==> src/rtl/spi_reg_slave_pkg.sv <==
// Shared types and constants for the SPI register slave.
package spi_reg_slave_pkg;

    localparam int REG_COUNT    = 16;
    localparam int ADDR_W       = 4;
    localparam int DATA_W       = 8;
    localparam int CMD_READ_BIT = 7;

    typedef enum logic [1:0] {
        ST_IDLE = 2'd0,
        ST_CMD  = 2'd1,
        ST_DATA = 2'd2
    } spi_state_e;

    // Burst address step; wraps naturally at the top of the register file.
    function automatic logic [ADDR_W-1:0] next_addr(input logic [ADDR_W-1:0] a);
        return a + {{(ADDR_W-1){1'b0}}, 1'b1};
    endfunction

endpackage

==> src/rtl/spi_sync_edge.sv <==
// Multi-flop synchronizer for one asynchronous input plus rise/fall detection
// on the synchronized level.
module spi_sync_edge #(
    parameter int   STAGES   = 2,
    parameter logic IDLE_VAL = 1'b0
) (
    input  logic clk_i,
    input  logic rst_i,
    input  logic d_i,
    output logic q_o,
    output logic rise_o,
    output logic fall_o
);

    logic [STAGES-1:0] chain_q;
    logic              prev_q;

    // Synchronizer chain and one-cycle-delayed copy for edge detection.
    always_ff @(posedge clk_i or posedge rst_i) begin
        if (rst_i) begin
            chain_q <= {STAGES{IDLE_VAL}};
            prev_q  <= IDLE_VAL;
        end else begin
            chain_q <= {chain_q[STAGES-2:0], d_i};
            prev_q  <= chain_q[STAGES-1];
        end
    end

    assign q_o    = chain_q[STAGES-1];
    assign rise_o = chain_q[STAGES-1] & ~prev_q;
    assign fall_o = ~chain_q[STAGES-1] & prev_q;

endmodule

==> src/rtl/spi_reg_slave.sv <==
// SPI mode-0 slave exposing 16 x 8-bit registers: command byte (R/W + start
// address) followed by auto-incrementing data bytes.
module spi_reg_slave
    import spi_reg_slave_pkg::*;
#(
    parameter int          SYNC_STAGES = 2,
    parameter logic [7:0]  RESET_VAL   = 8'h00
) (
    input  logic              CLK,
    input  logic              RST,
    input  logic              nCS,
    input  logic              SCK,
    input  logic              MOSI,
    output logic              MISO,
    output logic              MISO_OE,
    input  logic [ADDR_W-1:0] host_addr,
    output logic [DATA_W-1:0] host_rdata,
    output logic              wr_pulse,
    output logic [ADDR_W-1:0] wr_addr,
    output logic [DATA_W-1:0] wr_data,
    output logic              busy
);

    logic ncs_s, sck_rise_s, sck_fall_s, mosi_s;
    logic unused_ncs_rise_s, unused_ncs_fall_s, unused_sck_lvl_s;
    logic unused_mosi_rise_s, unused_mosi_fall_s;

    spi_sync_edge #(.STAGES(SYNC_STAGES), .IDLE_VAL(1'b1)) u_sync_ncs (
        .clk_i(CLK), .rst_i(RST), .d_i(nCS),
        .q_o(ncs_s), .rise_o(unused_ncs_rise_s), .fall_o(unused_ncs_fall_s)
    );
    spi_sync_edge #(.STAGES(SYNC_STAGES), .IDLE_VAL(1'b0)) u_sync_sck (
        .clk_i(CLK), .rst_i(RST), .d_i(SCK),
        .q_o(unused_sck_lvl_s), .rise_o(sck_rise_s), .fall_o(sck_fall_s)
    );
    spi_sync_edge #(.STAGES(SYNC_STAGES), .IDLE_VAL(1'b0)) u_sync_mosi (
        .clk_i(CLK), .rst_i(RST), .d_i(MOSI),
        .q_o(mosi_s), .rise_o(unused_mosi_rise_s), .fall_o(unused_mosi_fall_s)
    );

    spi_state_e        state_q, state_d;
    logic [2:0]        bit_cnt_q, bit_cnt_d;
    logic [DATA_W-1:0] shift_in_q, shift_in_d;
    logic [DATA_W-1:0] shift_out_q, shift_out_d;
    logic [ADDR_W-1:0] addr_q, addr_d;
    logic              rd_q, rd_d;
    logic              wr_pulse_q, wr_pulse_d;
    logic [ADDR_W-1:0] wr_addr_q, wr_addr_d;
    logic [DATA_W-1:0] wr_data_q, wr_data_d;
    logic [DATA_W-1:0] regs_q [REG_COUNT];
    logic [DATA_W-1:0] rx_byte_s;
    logic              reg_we_s;
    logic [1:0]        settle_q;
    logic              armed_q;

    // The nCS chain starts at its idle level, so a low nCS at reset release
    // would look like a fresh select; only arm once a real high has been seen.
    always_ff @(posedge CLK or posedge RST) begin
        if (RST) begin
            settle_q <= 2'd0;
            armed_q  <= 1'b0;
        end else begin
            if (settle_q != SYNC_STAGES[1:0]) settle_q <= settle_q + 2'd1;
            else                              settle_q <= settle_q;
            if ((settle_q == SYNC_STAGES[1:0]) && ncs_s) armed_q <= 1'b1;
            else                                         armed_q <= armed_q;
        end
    end

    // Next-state and datapath logic for the transaction FSM.
    always_comb begin
        state_d     = state_q;
        bit_cnt_d   = bit_cnt_q;
        shift_in_d  = shift_in_q;
        shift_out_d = shift_out_q;
        addr_d      = addr_q;
        rd_d        = rd_q;
        wr_pulse_d  = 1'b0;
        wr_addr_d   = wr_addr_q;
        wr_data_d   = wr_data_q;
        reg_we_s    = 1'b0;
        rx_byte_s   = {shift_in_q[DATA_W-2:0], mosi_s};
        if (ncs_s) begin
            state_d   = ST_IDLE;
            bit_cnt_d = 3'd0;
        end else begin
            case (state_q)
                ST_IDLE: begin
                    if (armed_q) begin
                        state_d    = ST_CMD;
                        bit_cnt_d  = 3'd0;
                        shift_in_d = {DATA_W{1'b0}};
                    end else begin
                        state_d = ST_IDLE;
                    end
                end
                ST_CMD, ST_DATA: begin
                    if (sck_rise_s) begin
                        shift_in_d = rx_byte_s;
                        bit_cnt_d  = bit_cnt_q + 3'd1;
                        if (bit_cnt_q == 3'd7) begin
                            if (state_q == ST_CMD) begin
                                state_d     = ST_DATA;
                                addr_d      = rx_byte_s[ADDR_W-1:0];
                                rd_d        = rx_byte_s[CMD_READ_BIT];
                                shift_out_d = regs_q[rx_byte_s[ADDR_W-1:0]];
                            end else begin
                                addr_d      = next_addr(addr_q);
                                shift_out_d = regs_q[next_addr(addr_q)];
                                if (!rd_q) begin
                                    reg_we_s   = 1'b1;
                                    wr_pulse_d = 1'b1;
                                    wr_addr_d  = addr_q;
                                    wr_data_d  = rx_byte_s;
                                end else begin
                                    reg_we_s = 1'b0;
                                end
                            end
                        end else begin
                            shift_out_d = shift_out_q;
                        end
                    end else if (sck_fall_s && (bit_cnt_q != 3'd0)) begin
                        // The fall right after a byte boundary keeps the freshly loaded MSB.
                        shift_out_d = {shift_out_q[DATA_W-2:0], 1'b0};
                    end else begin
                        shift_out_d = shift_out_q;
                    end
                end
                default: state_d = ST_IDLE;
            endcase
        end
    end

    // FSM and datapath state registers.
    always_ff @(posedge CLK or posedge RST) begin
        if (RST) begin
            state_q     <= ST_IDLE;
            bit_cnt_q   <= 3'd0;
            shift_in_q  <= {DATA_W{1'b0}};
            shift_out_q <= {DATA_W{1'b0}};
            addr_q      <= {ADDR_W{1'b0}};
            rd_q        <= 1'b0;
            wr_pulse_q  <= 1'b0;
            wr_addr_q   <= {ADDR_W{1'b0}};
            wr_data_q   <= {DATA_W{1'b0}};
        end else begin
            state_q     <= state_d;
            bit_cnt_q   <= bit_cnt_d;
            shift_in_q  <= shift_in_d;
            shift_out_q <= shift_out_d;
            addr_q      <= addr_d;
            rd_q        <= rd_d;
            wr_pulse_q  <= wr_pulse_d;
            wr_addr_q   <= wr_addr_d;
            wr_data_q   <= wr_data_d;
        end
    end

    // Register file; written in the same edge that raises wr_pulse.
    always_ff @(posedge CLK or posedge RST) begin
        if (RST) begin
            for (int i = 0; i < REG_COUNT; i++) regs_q[i] <= RESET_VAL;
        end else if (reg_we_s) begin
            regs_q[addr_q] <= rx_byte_s;
        end
    end

    assign host_rdata = regs_q[host_addr];
    assign MISO_OE    = ~ncs_s & (state_q == ST_DATA) & rd_q;
    assign MISO       = MISO_OE & shift_out_q[DATA_W-1];
    assign wr_pulse   = wr_pulse_q;
    assign wr_addr    = wr_addr_q;
    assign wr_data    = wr_data_q;
    assign busy       = ~ncs_s;

endmodule

==> config.mk <==
export PLATFORM = sky130hd
export DESIGN_NAME = spi_reg_slave
export DESIGN_NICKNAME = d
export VERILOG_FILES = /design/src/rtl/spi_reg_slave_pkg.sv /design/src/rtl/spi_sync_edge.sv /design/src/rtl/spi_reg_slave.sv
export SDC_FILE = /design/constraint.sdc
export NUM_CORES = 1
export LEC_CHECK = 0
export ABC_AREA = 1
export BUFFER_PORTS_ARGS = -buffer_cell sky130_fd_sc_hd__buf_4
export CAP_MARGIN = 20
export CORE_MARGIN = 4
export CORE_UTILIZATION = 30
export CTS_BUF_LIST = sky130_fd_sc_hd__clkbuf_8 sky130_fd_sc_hd__clkbuf_16
export CTS_CLUSTER_SIZE = 16
export DETAILED_ROUTE_END_ITERATION = 7
export RECOVER_POWER = 50
export SETUP_SLACK_MARGIN = 0.02
export SYNTH_ARGS = -nofsm -noshare
export SYNTH_HDL_FRONTEND = slang
export SYNTH_SLANG_ARGS = --single-unit
==> constraint.sdc <==
create_clock -name CLK -period 7.3 [get_ports CLK]
set_input_delay 1.095 -clock CLK [delete_from_list [all_inputs] [get_ports CLK]]
set_output_delay 1.095 -clock CLK [all_outputs]
set_load 0.01 [all_outputs]
==> impl_metrics.json <==
{
  "period_share_pct": 63.55,
  "cts_setup_buffers": 0,
  "syn2layout_area_growth_pct": 8.325,
  "synth_area_leader_cell": "dfrtp_1",
  "slew_headroom_pct": -227.6,
  "cp-end-kind": "async pin",
  "arrival_ps": 5080,
  "skew_ps": 8.545,
  "status": "finished, violations left",
  "grt_pass1_wl_mm": 55.89,
  "grt_pass1_vias": 9527,
  "grt_max_degree": 129,
  "die_height_um": 197.9,
  "layout_common_cells": "442 x nand2_1, 195 x nand3_1, 186 x o21ai_0",
  "grt_use_total_pct": 18.35,
  "place_congestion": 0.8838,
  "setup-violations-final": 0,
  "synth_cells": 1502,
  "hold_violations": 0,
  "rsz0062_at_grt": "no",
  "critPathKind": "in2async",
  "ys_warn_count": 0,
  "power.density_mw_per_mm2": 203.1,
  "core_region_area_sq_mm": 0.03557,
  "port_buffers": 32,
  "setup_tns_ps": 0,
  "cts_resized": 0,
  "ios": 33,
  "htree_num_levels": 4,
  "clk_latency_ps": 440,
  "vias": 10200,
  "die_area_sq_mm": 0.03917,
  "failed_checks": "capacitance limit, slew limit",
  "syn_avg_cell_area_sq_um": 7.205,
  "rows": 69,
  "synth_area_sq_mm": 0.01082,
  "p_leak_uw": 0.005003,
  "report.final.slew_viol_count": 111,
  "initial_utilization_pct": 30.42,
  "cts_tree": "yes",
  "wl_per_cell_um": 18.57,
  "cts_max_path_buffers": 2,
  "drive_gt1_share_pct": 8.666,
  "drc": 0,
  "final_cell_area_sq_mm": 0.01172,
  "post-route-min-period_ps": 4639,
  "synthTopCellsByArea": "dfrtp_1 40%, nand2_1 15%, nand3_1 9.0%, o21ai_0 8.6%, inv_1 4.4%",
  "ys_seq_elements": 176,
  "critPathRequiredTime_ps": 7740,
  "tightest_slew_ps": 4888,
  "yosysSeqAreaShare_pct": 40.72,
  "dp_hpwl_mm": 21.27,
  "die_width_um": 197.9,
  "hold_slack_ps": 351.1,
  "synthesis.nets": 1524,
  "postCtsHoldBufs": 0,
  "nFillCells": 3809,
  "drtIter0Drc": 1167,
  "cap_violations": 1,
  "routed_wl_mm": 35.99,
  "dr.pass1.iters": 5,
  "hp-class": "reg2reg",
  "drtAntennaViolNets": 0,
  "mostFrequentLayoutCell": "nand2_1",
  "nets": 1486,
  "grt_overflow": 0,
  "via_per_inst": 5.261,
  "cts_sinks": 176,
  "diodes": 0,
  "critPathMaxFanout": 110,
  "cts_made_buffers": 17,
  "clkSlewWorstSetupHoldPaths_ps": 60,
  "synth.distinct_cells": 34,
  "start_kind": "input pin",
  "placedInstanceArea_sq_mm": 0.01117,
  "synth_top_cell_area_share_pct": 40.24,
  "fmax_mhz": 215.6,
  "antenna_found_initial": 0,
  "root_buffer": "clkbuf_16",
  "worst_ir_drop_vdd_mv": 0.1713
}
==> routing by layer <==
metal / track usage, % / share of wire (%) / vias to the layer above / wire length (um)
li1: - / - / 4861 / -
met1: 24.24 / 43 / 4791 / 15330
met2: 30.25 / 47 / 444 / 16770
met3: 2.995 / 7.3 / 100 / 2625
met4: 7.116 / 3.5 / 0 / 1273
met5: 0 / 0 / - / 0
==> cells by family after synthesis <==
logic type | synth area share (%)
simple gates | 27.66
compound gates | 19.22
buf+inv | 10.27
flops | 40.72
fa+ha+maj | 1.503
xor+xnor | 0.6360
==> layout make-up <==
class | count | area [sq um] | share of cell area, %
timing repair buffer | 47 | 324.1 | 2.764
clock buffer | 17 | 425.4 | 3.629
inverter | 139 | 528.0 | 4.504
clock inverter | 15 | 180.2 | 1.537
sequential | 176 | 4409 | 37.61
tap | 461 | 576.8 | 4.920
multi-input combinational | 1083 | 5279 | 45.03
==> synthesized netlist by cell type <==
cell type and count:
o211ai_1 20, xnor2_1 1, nand2_4 1, buf_6 20, o221ai_1 12, o21ai_2 26, nand3_2 4, nor2_1 28
xnor2_2 1, o21ai_0 186, xor2_2 1, clkinv_4 1, dfrtp_1 174, a21oi_1 87, nand3_1 194, buf_1 2
a21oi_4 1, ha_1 13, inv_2 7, nor2_2 3, buf_2 35, a31oi_1 1, nand2_1 441, clkinv_1 4
xor2_4 1, clkbuf_1 47, o21ai_1 29, dfstp_2 2, nand2_2 14, inv_1 127, o22ai_1 10, nor3b_1 1
nand3_4 1, nor2_4 7
==> power by group <==
group	leakage, uW	total (uW)	internal [uW]	switching (uW)
clock	0.000305	964	566	398
sequential	0.00242	1030	1000	29.9
combinational	0.00228	384	105	278
==> registers in the layout, indices dropped and copies added, names as in the netlist, 3 cells and up <==
register     count
regs_q         128
shift_out_q      8
wr_data          8
shift_in_q       7
addr_q           4
wr_addr          4
bit_cnt_q        3
==> per-stage QoR <==
stage | power, uW | cells | utilization, % | setup WS (ps)
2_1_floorplan | 1298 | 1502 | - | 1435
3_3_place_gp | 1423 | 1905 | 31.40 | 3182
3_5_place_dp | 1428 | 1905 | 31.40 | 3214
4_1_cts | 2391 | 1937 | 33.10 | 3217
5_1_grt | 2474 | 1938 | 32.96 | 1792
6_report | 2380 | 1938 | 32.96 | 2661
==> critical path, stage by stage <==
cell	delay, ps
clkbuf_4	110
clkinvlp_2	2730
buf_4	1080
==> worst paths after layout <==
kind	startpoint	to	slack [ps]	cells past startpoint
min in group asynchronous	RST	shift_in_q[0]$_DFFE_PP0P_	2180	2
max	RST	regs_q[89]$_DFFE_PP0P_	2660	3
max in group CLK	host_addr[2]	host_rdata[1]	3310	6
min	u_sync_mosi.chain_q[0]$_DFF_PP0_	u_sync_mosi.chain_q[1]$_DFF_PP0_	350	0
min reg2reg	u_sync_mosi.chain_q[0]$_DFF_PP0_	u_sync_mosi.chain_q[1]$_DFF_PP0_	350	0
max reg2reg	u_sync_sck.chain_q[1]$_DFF_PP0_	regs_q[5]$_DFFE_PP0P_	3820	7
Power figures use the tool's default switching activity.
